===== src/rtl/cpu_pkg.sv =====
// Shared CPU datapath definitions: bus width, word type and outport status-word bit positions.
`default_nettype none

package cpu_pkg;

  localparam int WORD_W = 32;

  typedef logic [WORD_W-1:0] word_t;

  localparam int OPS_VALID   = 0;
  localparam int OPS_OVF     = 1;
  localparam int OPS_FULL    = 2;
  localparam int OPS_CNT_LSB = 3;

endpackage

`default_nettype wire


===== src/rtl/outport_fifo.sv =====
// outport_fifo: circular buffer with pointers, count, push/pop arbitration and next-head lookahead.
`default_nettype none

module outport_fifo #(
  parameter int WORD_W = 32,
  parameter int DEPTH  = 4,
  localparam int PTR_W = $clog2(DEPTH),
  localparam int CNT_W = PTR_W + 1
) (
  input  logic              clk,
  input  logic              clr,
  input  logic              push_req,
  input  logic [WORD_W-1:0] wdata,
  input  logic              pop,
  output logic [CNT_W-1:0]  count,
  output logic [CNT_W-1:0]  count_next,
  output logic              head_load,
  output logic [WORD_W-1:0] head_next
);

  localparam logic [CNT_W-1:0] FULL_CNT = CNT_W'(DEPTH);

  logic [WORD_W-1:0] mem [DEPTH];
  logic [PTR_W-1:0]  wr_ptr;
  logic [PTR_W-1:0]  rd_ptr;
  logic [PTR_W-1:0]  rd_next;
  logic              pop_ok;
  logic              push_ok;

  assign pop_ok  = pop && (count != '0);
  // A full FIFO still takes a push when the head leaves on the same edge.
  assign push_ok = push_req && ((count != FULL_CNT) || pop_ok);
  assign rd_next = pop_ok ? rd_ptr + PTR_W'(1) : rd_ptr;

  always_comb begin
    count_next = count;
    case ({push_ok, pop_ok})
      2'b10:   count_next = count + CNT_W'(1);
      2'b01:   count_next = count - CNT_W'(1);
      default: count_next = count;
    endcase
  end

  // The head changes only when the old head leaves or the first word arrives;
  // an emptying FIFO keeps the last word on the port.
  assign head_load = (count_next != '0) && (pop_ok || (count == '0));
  // New head may be the word being written on this very edge.
  assign head_next = (push_ok && (wr_ptr == rd_next)) ? wdata : mem[rd_next];

  always_ff @(posedge clk) begin
    if (push_ok) begin
      mem[wr_ptr] <= wdata;
    end
  end

  always_ff @(posedge clk) begin
    if (!clr) begin
      wr_ptr <= '0;
      rd_ptr <= '0;
      count  <= '0;
    end else begin
      if (push_ok) begin
        wr_ptr <= wr_ptr + PTR_W'(1);
      end
      rd_ptr <= rd_next;
      count  <= count_next;
    end
  end

endmodule

`default_nettype wire


===== src/rtl/outport_unit.sv =====
// outport_unit: CPU output port buffering bus words into a FIFO behind a valid/ready handshake.
// Optional status readback onto bus_out when OUTPORT_STATUS_EN is defined.
`default_nettype none

module outport_unit #(
  parameter int WORD_W = cpu_pkg::WORD_W,
  parameter int DEPTH  = 4
) (
  input  logic              clk,
  input  logic              clr,
  input  logic [WORD_W-1:0] bus_in,
  input  logic              outportin,
  output logic [WORD_W-1:0] outport_data,
  output logic              outport_valid,
  input  logic              outport_ready,
  output logic              outport_full,
  output logic              outport_ovf,
  input  logic              ovf_clr
`ifdef OUTPORT_STATUS_EN
  ,
  input  logic              statusout,
  output logic [WORD_W-1:0] bus_out
`endif
);

  import cpu_pkg::*;

  localparam int CNT_W = $clog2(DEPTH) + 1;
  localparam logic [CNT_W-1:0] FULL_CNT = CNT_W'(DEPTH);

  logic [CNT_W-1:0]  count;
  logic [CNT_W-1:0]  count_next;
  logic              head_load;
  logic [WORD_W-1:0] head_next;
  logic              pop;
  logic              drop;

  assign pop  = outport_valid && outport_ready;
  assign drop = outportin && (count == FULL_CNT) && !pop;

  outport_fifo #(
    .WORD_W (WORD_W),
    .DEPTH  (DEPTH)
  ) u_fifo (
    .clk        (clk),
    .clr        (clr),
    .push_req   (outportin),
    .wdata      (bus_in),
    .pop        (pop),
    .count      (count),
    .count_next (count_next),
    .head_load  (head_load),
    .head_next  (head_next)
  );

  always_ff @(posedge clk) begin
    if (!clr) begin
      outport_data  <= '0;
      outport_valid <= 1'b0;
      outport_full  <= 1'b0;
      outport_ovf   <= 1'b0;
    end else begin
      outport_valid <= (count_next != '0);
      outport_full  <= (count_next == FULL_CNT);
      if (head_load) begin
        outport_data <= head_next;
      end
      // A new drop beats a simultaneous clear.
      if (drop) begin
        outport_ovf <= 1'b1;
      end else if (ovf_clr) begin
        outport_ovf <= 1'b0;
      end
    end
  end

`ifdef OUTPORT_STATUS_EN
  always_comb begin
    bus_out = '0;
    if (statusout) begin
      bus_out[OPS_VALID]                = outport_valid;
      bus_out[OPS_OVF]                  = outport_ovf;
      bus_out[OPS_FULL]                 = outport_full;
      bus_out[OPS_CNT_LSB +: CNT_W]     = count;
    end
  end
`endif

endmodule

`default_nettype wire


===== config.mk =====
export PLATFORM = sky130hd
export DESIGN_NAME = outport_unit
export DESIGN_NICKNAME = d
export VERILOG_FILES = /design/src/rtl/cpu_pkg.sv /design/src/rtl/outport_fifo.sv /design/src/rtl/outport_unit.sv
export SDC_FILE = /design/constraint.sdc
export NUM_CORES = 1
export LEC_CHECK = 0
export CELL_PAD_IN_SITES_DETAIL_PLACEMENT = 2
export CELL_PAD_IN_SITES_GLOBAL_PLACEMENT = 2
export CORE_ASPECT_RATIO = 1.75
export CORE_MARGIN = 3
export CORE_UTILIZATION = 42
export CTS_CLUSTER_DIAMETER = 40
export DETAILED_ROUTE_END_ITERATION = 10
export GPL_ROUTABILITY_DRIVEN = 0
export PLACE_DENSITY = 0.89
export SYNTH_ARGS = -nofsm -noshare
export SYNTH_HDL_FRONTEND = slang
export SYNTH_SLANG_ARGS = --single-unit

===== constraint.sdc =====
create_clock -name clk -period 7.54 [get_ports clk]
set_input_delay 2.262 -clock clk [delete_from_list [all_inputs] [get_ports clk]]
set_output_delay 2.262 -clock clk [all_outputs]
set_load 0.01 [all_outputs]

==> results of run 1 <==
[worst paths after layout]
kind / from / endpoint / slack, ns / depth (start not counted)
worst max-delay path: outportin / outport_data[1] / 2.49 / 11
worst min-delay path: outport_data[3] / outport_data[3] / 0.45 / 2
worst max register to register: u_fifo.count[2] / outport_data[16] / 4.34 / 7
worst min register to register: outport_data[3] / outport_data[3] / 0.45 / 2
[synth_stat cells, drive strengths merged, types with 2 or more instances]
| master | n |
|---|---|
| a211oi | 63 |
| a21oi | 11 |
| a31oi | 2 |
| and2 | 6 |
| buf | 29 |
| clkbuf | 29 |
| dfxtp | 42 |
| edfxtp | 128 |
| ha | 4 |
| inv | 7 |
| mux2i | 64 |
| nand2 | 69 |
| nand3 | 32 |
| nand4 | 2 |
| nor2 | 82 |
| nor3 | 2 |
| o211ai | 2 |
| o21ai | 69 |
| o221a | 2 |
| o2bb2ai | 31 |
| or3 | 3 |
| xnor2 | 3 |
| xor2 | 3 |
[through the flow]
stage / hold WS (ns) / power, mW
2_1_floorplan: 0.473 / 1.28
3_3_place_gp: 0.436 / 1.40
3_5_place_dp: 0.447 / 1.43
4_1_cts: 0.456 / 2.39
5_1_grt: 0.482 / 2.46
6_report: 0.450 / 2.37
[routing by layer]
metal,global-route usage,vias to the layer above
met2,0.468,189
met4,0.0903,0
li1,-,2676
met1,0.329,3127
met3,0.0394,48
met5,0,-
[layout by cell type (no fill, tap or decap), drive strengths merged, types with 11 or more instances in the layout]
| cell | instances |
|---|---|
| clkbuf | 19 |
| inv | 11 |
| edfxtp | 128 |
| o21ai | 69 |
| nand2 | 69 |
| mux2i | 64 |
| a21oi | 11 |
| o2bb2ai | 31 |
| dfxtp | 42 |
| clkdlybuf4s50 | 71 |
| a211oi | 63 |
| nand3 | 32 |
| nor2 | 82 |
[layout make-up]
class / instances / area, µm²
Clock buffer: 19 / 433
Clock inverter: 13 / 193
Fill cell: 1791 / 8890
Multi-Input combinational cell: 462 / 2920
Tap cell: 234 / 293
Timing Repair Buffer: 78 / 763
Sequential cell: 170 / 4690
Inverter: 8 / 30.0
[sequential cells by signal (all words and copies together) (netlist names)]
name           count
u_fifo.count       3
outport_valid      1
outport_full       1
u_fifo.mem       128
u_fifo.rd_ptr      2
outport_data      32
u_fifo.wr_ptr      2
outport_ovf        1
[cells by family (layout without fill, tap and decap cells)]
| group | count (synthesis) | after routing | share of synthesized area |
|---|---|---|---|
| compound gates | 188 | 188 | 0.163 |
| buf+inv | 66 | 118 | 0.0394 |
| xor+xnor | 6 | 6 | 0.00762 |
| fa+ha+maj | 5 | 5 | 0.00889 |
| simple gates | 199 | 199 | 0.105 |
| mux | 64 | 64 | 0.0812 |
| flops | 170 | 170 | 0.594 |
[power groups by stage]
stage          clock [mW]  combinational (mW)  sequential (mW)
2_1_floorplan           0               0.155             1.13
4_1_cts             0.969               0.305             1.12
3_3_place_gp            0               0.275             1.12
5_1_grt              1.01               0.328             1.12
6_report            0.957               0.301             1.12
3_5_place_dp            0               0.295             1.13
[tightest hold or removal path, delay by kind of cell (launching register included)]
kind               cells  cell delay, ns
and+or+nand+nor        1            0.05
DFF                    1            0.31
AOI/OAI and AO/OA      1            0.05
==> impl_metrics.csv, run 1 <==
group,metric,value,unit
clock_network,ctsRootBufferMaster,"sky130_fd_sc_hd__clkbuf_16",
yosys,yosys.area.top_type_share,0.487,
clock_network,cts.htree.levels,4,
floorplan,floorplan.core_area,18200,µm²
timing,slew_headroom,0.244,
setup_path,timing.critical_path.buf_inv,2,
final_layout,drive_gt1_frac,0.0707,
setup_path,critical-path-slowest-cell,"sky130_fd_sc_hd__clkdlybuf4s50_1",
setup_path,critical_path_arrival,5.40,ns
route,detail_route.iter0.violations,387,
setup_path,critical_path.endpoint_type,"register",
pwr,p_sw_frac,0.260,
clock_network,ctsResizeCount,0,
clock_network,clkLatencyLatePin,0.43,ns
timing,setup_total_negative_slack,0,ns
placement,dpl-instance-area,8700,µm²
worst_hold_path,timing.hold.worst.class,"register to register",
global_route,via_count_of_the_first_global_routing_pass,6947,
final_layout,instances_no_fill,984,
timing,timing.final.hold_violations,0,
floorplan,starting_density,0.433,
global_route,antenna_violations_before_repair,0,
floorplan,ioPinCount,72,
setup_path,crit_fanout,32,
timing,fin_crit,5.05,ns
route,drt-met1-wl,10500,µm
final_layout,antenna-diode-count,0,
global_route,grt_use_total,0.266,
placement,detailedPlacementHpwl,14400,µm
clock_network,ctsHoldBuffers,0,
route,top_layer,"met4",
timing,worst_clock_skew,0.0113,ns
yosys,post_synth_num_cell_types,42,
pwr,power.static_leakage,3.14,nW
yosys,synth_async_sr_flop_share,0,
final_layout,final_net_count,779,
yosys,syn_nets,740,
global_route,grt_remaining_overflow,0,
clock_network,tritoncts_clock_tree,"built",
route,met2_wirelength,14100,µm
yosys,synth.avg_cell_area,11.3,µm²
yosys,post_synth_instance_area,7890,µm²
yosys,synth_area_leader_cell,"sky130_fd_sc_hd__edfxtp_1",
pwr,power.share.combinational,0.127,
final_layout,finalInstanceArea,9330,µm²
timing,setup_viol_count_final,0,
setup_path,critical-path-max-stage-delay,0.66,ns
setup_path,timing.critical_path.required,7.89,ns
status,run_status,"finished, final reports clean",
route,via_count,6040,
setup_path,path_cells,"clkdlybuf4s50_1, nor2_1, nand2_1, fa_1, xnor2_1, nand3_1, a21oi_1, o21a_1, buf_4, nand2_1, o21ai_1",
yosys,synth_seq_area_share,0.594,
job,max_cap_violations,0,
floorplan,die_x,110,µm
global_route,grt_start_max_net_pins,103,
yosys,synth_edf_count,128,
setup_path,setup.worst_path.start_class,"input pin",
route,drc,0,
pwr,max_ir_drop_vdd,156,µV
pwr,power.share.clock,0.403,
timing,final.period_utilization,0.670,
route,firstDrtPassIters,5,
timing,layout_setup_ws,2.49,ns
floorplan,floorplan.die_area,20500,µm²
clock_network,cts.path.max_buffers,2,
timing,fmax,198,MHz
yosys,synth_flop_cell,"sky130_fd_sc_hd__edfxtp_1",
floorplan,die-height,187,µm
pwr,power_density,254,nW/µm²
route,average_wire_length_per_cell_after_detail_routing,26.6,µm
final_layout,post-route-util,0.512,
route,detail_route.vias_per_cell,6.14,
setup_path,crit_family,"buffers and inverters",
global_route,grt_pass1_wl,41300,µm
yosys,synth.top_cells.by_area,"sky130_fd_sc_hd__edfxtp_1 49%, sky130_fd_sc_hd__dfxtp_1 11%, sky130_fd_sc_hd__mux2i_1 8.1%",
clock_network,cts_made_buffers,17,
timing,worst_pin_slew,1.13,ns
route,final_routed_wirelength,26200,µm
setup_path,path_common_cell,"sky130_fd_sc_hd__nand2_1",
clock_network,post_cts.repair.setup_buffers,0,
timing,rsz_0062_raised_after_global_routing,"false",
pwr,share_seq_of_total_power,0.470,
yosys,total_of_flip_flops_plus_latches_after_synthesis,170,
placement,numPortBuffers,71,
floorplan,floorplan.rows,65,
yosys,number_of_warnings_reported_in_the_yosys_synthesis_log,0,
setup_path,crit_path_category,"input pin to register",
clock_network,clock-sinks,170,
final_layout,area.growth.synth_to_final,18.3,%
pwr,total_switching_power,0.617,mW
placement,preCtsSetupSlack,2.13,ns
placement,dpl.cell_count,952,
clock_network,clk_transition_reported_paths,0.07,ns
pwr,cellInternalPower,1.76,mW
route,detail-route-antenna-nets,0,
yosys,synthesis.instances,698,
route,detailroute.wirelength.met3,1050,µm
timing,final_max_slew_viol_count,0,
No activity file was read; power rests on OpenSTA's default activity.
==> run 2: changes to the inputs <==
- CORE_UTILIZATION: 42 -> 35
- PLACE_DENSITY: 0.89 -> 0.79
- clock period: 7.54 -> 4.3 ns (I/O delays scaled with it)
==> run 2 against run 1 <==
Against the previous run: clock power up 85%; final cell count up 7.7%; final area up 3.1%; count of clock-buffer cells in the layout down 2; largest power group unchanged; highest routed layer unchanged.
==> impl_metrics.csv, run 2 (synthesis gave the netlist of run 1 again) <==
group,metric,value,unit
status,run_status,"finished, final reports clean",
clock_network,cts.path.max_buffers,2,
global_route,grt_start_max_net_pins,103,
setup_path,timing.critical_path.required,4.62,ns
final_layout,final_cell_mix,"128 x sky130_fd_sc_hd__edfxtp_1, 80 x sky130_fd_sc_hd__nor2_1, 71 x sky130_fd_sc_hd__clkdlybuf4s50_1",
clock_network,clkLatencyLatePin,0.44,ns
setup_path,crit_path_category,"input pin to register",
clock_network,ctsHoldBuffers,0,
final_layout,biggestRegsByFlops,"u_fifo.mem (128), outport_data (32), u_fifo.count (3)",
final_layout,post-route-util,0.434,
pwr,power.static_leakage,3.25,nW
final_layout,largest_register_ffs,128,
timing,holdWs,0.451,ns
placement,dpl-instance-area,8950,µm²
route,average_wire_length_per_cell_after_detail_routing,23.7,µm
final_layout,antenna-diode-count,0,
timing,fin_crit,3.97,ns
final_layout,fillers,2318,
clock_network,post_cts.repair.setup_buffers,0,
worst_hold_path,timing.hold.worst.class,"register to register",
timing,final_max_slew_viol_count,0,
floorplan,die-height,205,µm
timing,setup_total_negative_slack,0,ns
floorplan,floorplan.rows,72,
global_route,grt_use_total,0.209,
route,drc,0,
floorplan,ioPinCount,72,
worst_hold_path,worst_hold_startpoint,"outport_data[3]",
clock_network,clk_transition_reported_paths,0.07,ns
floorplan,floorplan.die_area,24400,µm²
global_route,grt_remaining_overflow,0,
setup_path,crit_fanout,16,
final_layout,area.growth.synth_to_final,21.9,%
timing,worst_clock_skew,0.0140,ns
floorplan,die_x,119,µm
route,detail_route.vias_per_cell,5.63,
final_layout,drive_gt1_frac,0.0877,
route,firstDrtPassIters,5,
timing,slew_headroom,0.241,
floorplan,floorplan.core_area,22200,µm²
job,max_cap_violations,0,
worst_hold_path,hold-path-endpoint,"outport_data[3]",
setup_path,r2r_slack,1.32,ns
timing,rsz_0062_raised_after_global_routing,"false",
final_layout,finalInstanceArea,9620,µm²
setup_path,critical_path.endpoint_type,"register",
final_layout,largest-register,"u_fifo.mem",
setup_path,setup.worst_path.start_class,"input pin",
global_route,antenna_violations_before_repair,0,
clock_network,clock-sinks,170,
timing,final.period_utilization,0.922,
setup_path,worst_r2r_startpoint,"u_fifo.count[2]",
route,final_routed_wirelength,25100,µm
timing,setup_viol_count_final,0,
floorplan,starting_density,0.356,
route,detail-route-antenna-nets,0,
route,via_count,5963,
clock_network,cts.htree.levels,4,
clock_network,cts_made_buffers,17,
setup_path,crit_reg_reg_endpoint,"outport_data[13]",
placement,numPortBuffers,71,
pwr,power_density,443,nW/µm²
clock_network,ctsRootBufferMaster,"sky130_fd_sc_hd__clkbuf_16",
global_route,grt_pass1_wl,39100,µm
final_layout,final_common_cell,"sky130_fd_sc_hd__edfxtp_1",
route,detail_route.iter0.violations,277,
clock_network,tritoncts_clock_tree,"built",
global_route,via_count_of_the_first_global_routing_pass,6833,
setup_path,critical_path_arrival,4.29,ns
clock_network,ctsResizeCount,0,
final_layout,final_net_count,793,
timing,timing.final.hold_violations,0,
placement,detailedPlacementHpwl,15200,µm
worst_hold_path,holdPathStages,2,
setup_path,ff2ff_path_depth,9,
pwr,max_ir_drop_vdd,342,µV
timing,fmax,252,MHz
timing,worst_pin_slew,1.14,ns
run 2: cell count changes in the layout (fill, tap and decap cells not counted):
| cell | change |
|---|---|
| sky130_fd_sc_hd__clkinv_2 | -1 |
| sky130_fd_sc_hd__buf_12 | +5 |
| sky130_fd_sc_hd__inv_6 | -3 |
| sky130_fd_sc_hd__o21a_1 | -1 |
| sky130_fd_sc_hd__clkinv_1 | +3 |
| sky130_fd_sc_hd__buf_4 | +9 |
| sky130_fd_sc_hd__bufinv_16 | +2 |
| sky130_fd_sc_hd__clkbuf_1 | -2 |
| sky130_fd_sc_hd__o21a_2 | +1 |
| sky130_fd_sc_hd__inv_8 | +1 |
run 2: worst max-delay path by stage:
stage,startpoint,end,slack [ns]
after CTS,outport_ready,outport_data[13],0.33
final,outport_ready,outport_data[13],0.33
after floorplan,outportin,outport_data[0],0.96
after detailed placement,outport_ready,outport_data[9],0.13
after global routing,outport_ready,outport_data[25],0.17
after global placement,outport_ready,outport_data[12],0.36
run 2: report_power, final:
part / switching (mW) / internal (mW) / total, mW
Combinational: 0.306 / 0.236 / 0.542
Clock: 0.678 / 1.09 / 1.77
Sequential: 0.0728 / 1.88 / 1.95
run 2: layer usage:
metal | part of all wire | wire length [µm] | GRT usage | up-vias
met3 | 0.027 | 670 | 0.0362 | 46
met1 | 0.39 | 9730 | 0.231 | 3099
met4 | 0.026 | 660 | 0.0803 | 0
met5 | 0 | 0 | 0 | -
li1 | - | - | - | 2701
met2 | 0.56 | 14000 | 0.394 | 117
run 2: worst max-delay path: stages:
cell                              delay (ns)
sky130_fd_sc_hd__clkdlybuf4s50_1        0.57
sky130_fd_sc_hd__nand2_1                0.17
sky130_fd_sc_hd__nor2_1                 0.33
sky130_fd_sc_hd__nand2_1                0.12
sky130_fd_sc_hd__fa_1                   0.50
sky130_fd_sc_hd__xnor2_1                0.36
sky130_fd_sc_hd__nand3_1                0.12
sky130_fd_sc_hd__a21oi_1                0.26
sky130_fd_sc_hd__or3_1                  0.18
sky130_fd_sc_hd__buf_4                  0.26
sky130_fd_sc_hd__o21ai_1                0.13
run 2: cell type report:
type | instances | area, µm² | area share
Clock buffer | 17 | 425 | 0.0442
Clock inverter | 15 | 244 | 0.0254
Inverter | 8 | 30.0 | 0.00312
Multi-Input combinational cell | 462 | 2920 | 0.304
Sequential cell | 170 | 4690 | 0.488
Tap cell | 296 | 370 | 0.0385
Timing Repair Buffer | 92 | 931 | 0.0968
run 2: through the flow:
step	setup slack, ns	std cells	power, mW
floorplan	0.961	698	2.24
global placement	0.357	1028	2.49
detailed placement	0.130	1028	2.52
CTS	0.330	1060	4.30
global route	0.167	1060	4.41
finish	0.335	1060	4.26
==> run 3: changes to the inputs <==
- ABC_AREA: not set -> 1
- CORE_UTILIZATION: 35 -> 33
- PLACE_DENSITY: 0.79 -> 0.8
==> run 3 against run 2 <==
Against the previous run: clock skew shrank 0.0033 ns; global-route usage down 1.8 points; clock power decreased by 9%; first-iteration DRC count shrank 2.5%.
==> impl_metrics.csv, run 3 <==
group,metric,value,unit
status,run_status,"finished, final reports clean",
final_layout,final_cell_mix,"242 x sky130_fd_sc_hd__nand2_1, 128 x sky130_fd_sc_hd__edfxtp_1, 113 x sky130_fd_sc_hd__inv_1",
clock_network,cts_made_buffers,17,
clock_network,cts.path.max_buffers,2,
yosys,synth.most_common_cell,"sky130_fd_sc_hd__nand2_1",
final_layout,finalInstanceArea,9470,µm²
timing,setup_viol_count_final,0,
clock_network,cts.htree.levels,4,
route,detail_route.vias_per_cell,4.89,
setup_path,crit_fanout,26,
yosys,synth_async_sr_flop_share,0,
floorplan,die_x,123,µm
route,detail_route.iter0.violations,270,
yosys,number_of_warnings_reported_in_the_yosys_synthesis_log,0,
yosys,dominant_combinational_cell_family_by_area_after_synthesis,"simple AND/OR/NAND/NOR gates",
yosys,synth.top_cells.by_count,"242 x sky130_fd_sc_hd__nand2_1, 128 x sky130_fd_sc_hd__edfxtp_1, 113 x sky130_fd_sc_hd__inv_1",
yosys,post_synth_xor_area_fraction,0.00112,
clock_network,clkLatencyLatePin,0.44,ns
timing,final.period_utilization,0.801,
global_route,grt_use_total,0.191,
yosys,synth_area_leader_cell,"sky130_fd_sc_hd__edfxtp_1",
timing,rsz_0062_raised_after_global_routing,"false",
final_layout,biggestRegsByFlops,"u_fifo.mem (128), outport_data (32), u_fifo.count (3)",
route,final_routed_wirelength,22700,µm
global_route,antenna_violations_before_repair,0,
clock_network,ctsResizeCount,0,
route,via_count,5998,
yosys,synth_flop_cell,"sky130_fd_sc_hd__edfxtp_1",
placement,dpl-instance-area,8860,µm²
final_layout,drive_gt1_frac,0.0791,
pwr,total_power,4.77,mW
final_layout,area.growth.synth_to_final,20.6,%
pwr,power.static_leakage,4.03,nW
pwr,power_density,504,nW/µm²
setup_path,critical-path-max-stage-delay,0.45,ns
timing,slew_headroom,0.505,
worst_hold_path,timing.hold.worst.class,"register to register",
pwr,max_ir_drop_vdd,289,µV
final_layout,antenna-diode-count,0,
placement,dpl.cell_count,1195,
final_layout,final_net_count,952,
floorplan,floorplan.rows,74,
yosys,synth.avg_cell_area,9.28,µm²
yosys,post_synth_instance_area,7850,µm²
yosys,total_of_flip_flops_plus_latches_after_synthesis,170,
final_layout,largest_register_ffs,128,
yosys,synth.mux.area_fraction,0,
floorplan,floorplan.core_area,23300,µm²
setup_path,timing.critical_path.buf_inv,3,
placement,detailedPlacementHpwl,14100,µm
floorplan,starting_density,0.336,
setup_path,timing.critical_path.required,4.63,ns
timing,fin_crit,3.45,ns
timing,holdWs,0.483,ns
clock_network,clock-sinks,170,
setup_path,critical-path-slowest-cell,"sky130_fd_sc_hd__clkdlybuf4s50_1",
global_route,via_count_of_the_first_global_routing_pass,6842,
route,firstDrtPassIters,5,
setup_path,crit_family,"simple AND/OR/NAND/NOR gates",
yosys,synthesis.instances,846,
timing,timing.final.hold_violations,0,
yosys,synth_simple_gate_area_share,0.292,
yosys,synth_seq_area_share,0.597,
clock_network,tritoncts_clock_tree,"built",
setup_path,path_common_cell,"sky130_fd_sc_hd__nand2_1",
timing,fmax,290,MHz
global_route,grt_start_max_net_pins,66,
yosys,synth_edf_count,128,
yosys,synthAdderAreaFrac,0.00893,
final_layout,final_common_cell,"sky130_fd_sc_hd__nand2_1",
route,drc,0,
yosys,synth.top_cells.by_area,"sky130_fd_sc_hd__edfxtp_1 49%, sky130_fd_sc_hd__nand2_1 12%, sky130_fd_sc_hd__dfxtp_1 11%",
setup_path,critical_path_arrival,3.78,ns
final_layout,instances_no_fill,1227,
final_layout,largest-register,"u_fifo.mem",
global_route,grt_remaining_overflow,0,
floorplan,die-height,210,µm
timing,final_max_slew_viol_count,0,
clock_network,clk_transition_reported_paths,0.06,ns
final_layout,fillers,2582,
placement,numPortBuffers,71,
route,detail-route-antenna-nets,0,
global_route,grt_pass1_wl,37300,µm
yosys,synth_compound_gate_area_share,0.00829,
clock_network,ctsHoldBuffers,0,
timing,worst_pin_slew,0.743,ns
yosys,syn_nets,888,
timing,setup_total_negative_slack,0,ns
timing,worst_clock_skew,0.0108,ns
job,max_cap_violations,0,
clock_network,post_cts.repair.setup_buffers,0,
route,average_wire_length_per_cell_after_detail_routing,18.5,µm
yosys,yosys.area.top_type_share,0.490,
yosys,post_synth_num_cell_types,25,
clock_network,ctsRootBufferMaster,"sky130_fd_sc_hd__clkbuf_16",
setup_path,critical_path.endpoint_type,"register",
floorplan,floorplan.die_area,25700,µm²
setup_path,setup.worst_path.start_class,"input pin",
setup_path,path_cells,"clkdlybuf4s50_1, nand2_1, a21oi_2, nand2_1, fa_1, inv_1, nand3_1, nand2_1, nand3_1, nand2_1, nand2_1, nand2_4, buf_4, nand2_1, nand2_1, nor2_1",
floorplan,ioPinCount,72,
setup_path,crit_path_category,"input pin to register",
## run 3: changes by cell type after synthesis, sizes merged, moves of 64 or more
| cell | previous run | this run |
|---|---|---|
| o21ai | 69 | 2 |
| mux2i | 64 | 0 |
| inv | 7 | 116 |
| nand3 | 32 | 109 |
| nand3b | 0 | 64 |
| nand2 | 69 | 251 |
## run 3: cells by family after synthesis
kind of cell | count (synthesis)
buf+inv | 162
xor+xnor | 1
flops | 170
fa+ha+maj | 5
simple gates | 498
compound gates | 10
## run 3: through the flow
stage | utilization | setup slack, ns
final | 0.406 | 0.854
after global routing | 0.406 | 0.557
after CTS | 0.406 | 0.831
after detailed placement | 0.380 | 0.375
after global placement | 0.380 | 0.516
after floorplan | - | 0.886
## run 3: path summary, 6_finish.rpt
kind / startpoint / end / slack [ns] / depth (start not counted)
min: outport_ovf / outport_ovf / 0.48 / 2
min reg2reg: outport_ovf / outport_ovf / 0.48 / 2
max: outport_ready / outport_data[26] / 0.85 / 16
max reg2reg: outport_valid / outport_data[26] / 1.83 / 15
## run 3: worst register-to-register path, cell delays in order (launching register included)
cell and delay, ns:
sky130_fd_sc_hd__dfxtp_1 0.33, sky130_fd_sc_hd__nand2_1 0.15, sky130_fd_sc_hd__a21oi_2 0.19, sky130_fd_sc_hd__nand2_1 0.14
sky130_fd_sc_hd__fa_1 0.38, sky130_fd_sc_hd__inv_1 0.08, sky130_fd_sc_hd__nand3_1 0.07, sky130_fd_sc_hd__nand2_1 0.11
sky130_fd_sc_hd__nand3_1 0.08, sky130_fd_sc_hd__nand2_1 0.13, sky130_fd_sc_hd__nand2_1 0.10, sky130_fd_sc_hd__nand2_4 0.08
sky130_fd_sc_hd__buf_4 0.29, sky130_fd_sc_hd__nand2_1 0.12, sky130_fd_sc_hd__nand2_1 0.08, sky130_fd_sc_hd__nor2_1 0.04
## run 3: metal layers
layer	up-vias	GRT usage	wire [µm]
li1	2841	-	-
met1	3028	0.210	8950
met2	99	0.359	12800
met3	30	0.0319	534
met4	0	0.0712	466
met5	-	0	0
## run 3: cell type report
| cell class | instances | area, µm² | share of cell area |
|---|---|---|---|
| Tap cell | 304 | 380 | 0.0402 |
| Clock inverter | 13 | 166 | 0.0176 |
| Sequential cell | 170 | 4680 | 0.495 |
| Inverter | 116 | 435 | 0.0460 |
| Multi-Input combinational cell | 514 | 2470 | 0.261 |
| Timing Repair Buffer | 91 | 881 | 0.0931 |
| Clock buffer | 19 | 443 | 0.0468 |
## run 3: power by group
group	total (mW)	internal (mW)	switching [mW]	leakage [nW]
Clock	1.61	0.934	0.679	0.280
Combinational	1.17	0.444	0.723	2.23
Sequential	1.99	1.93	0.0688	1.52
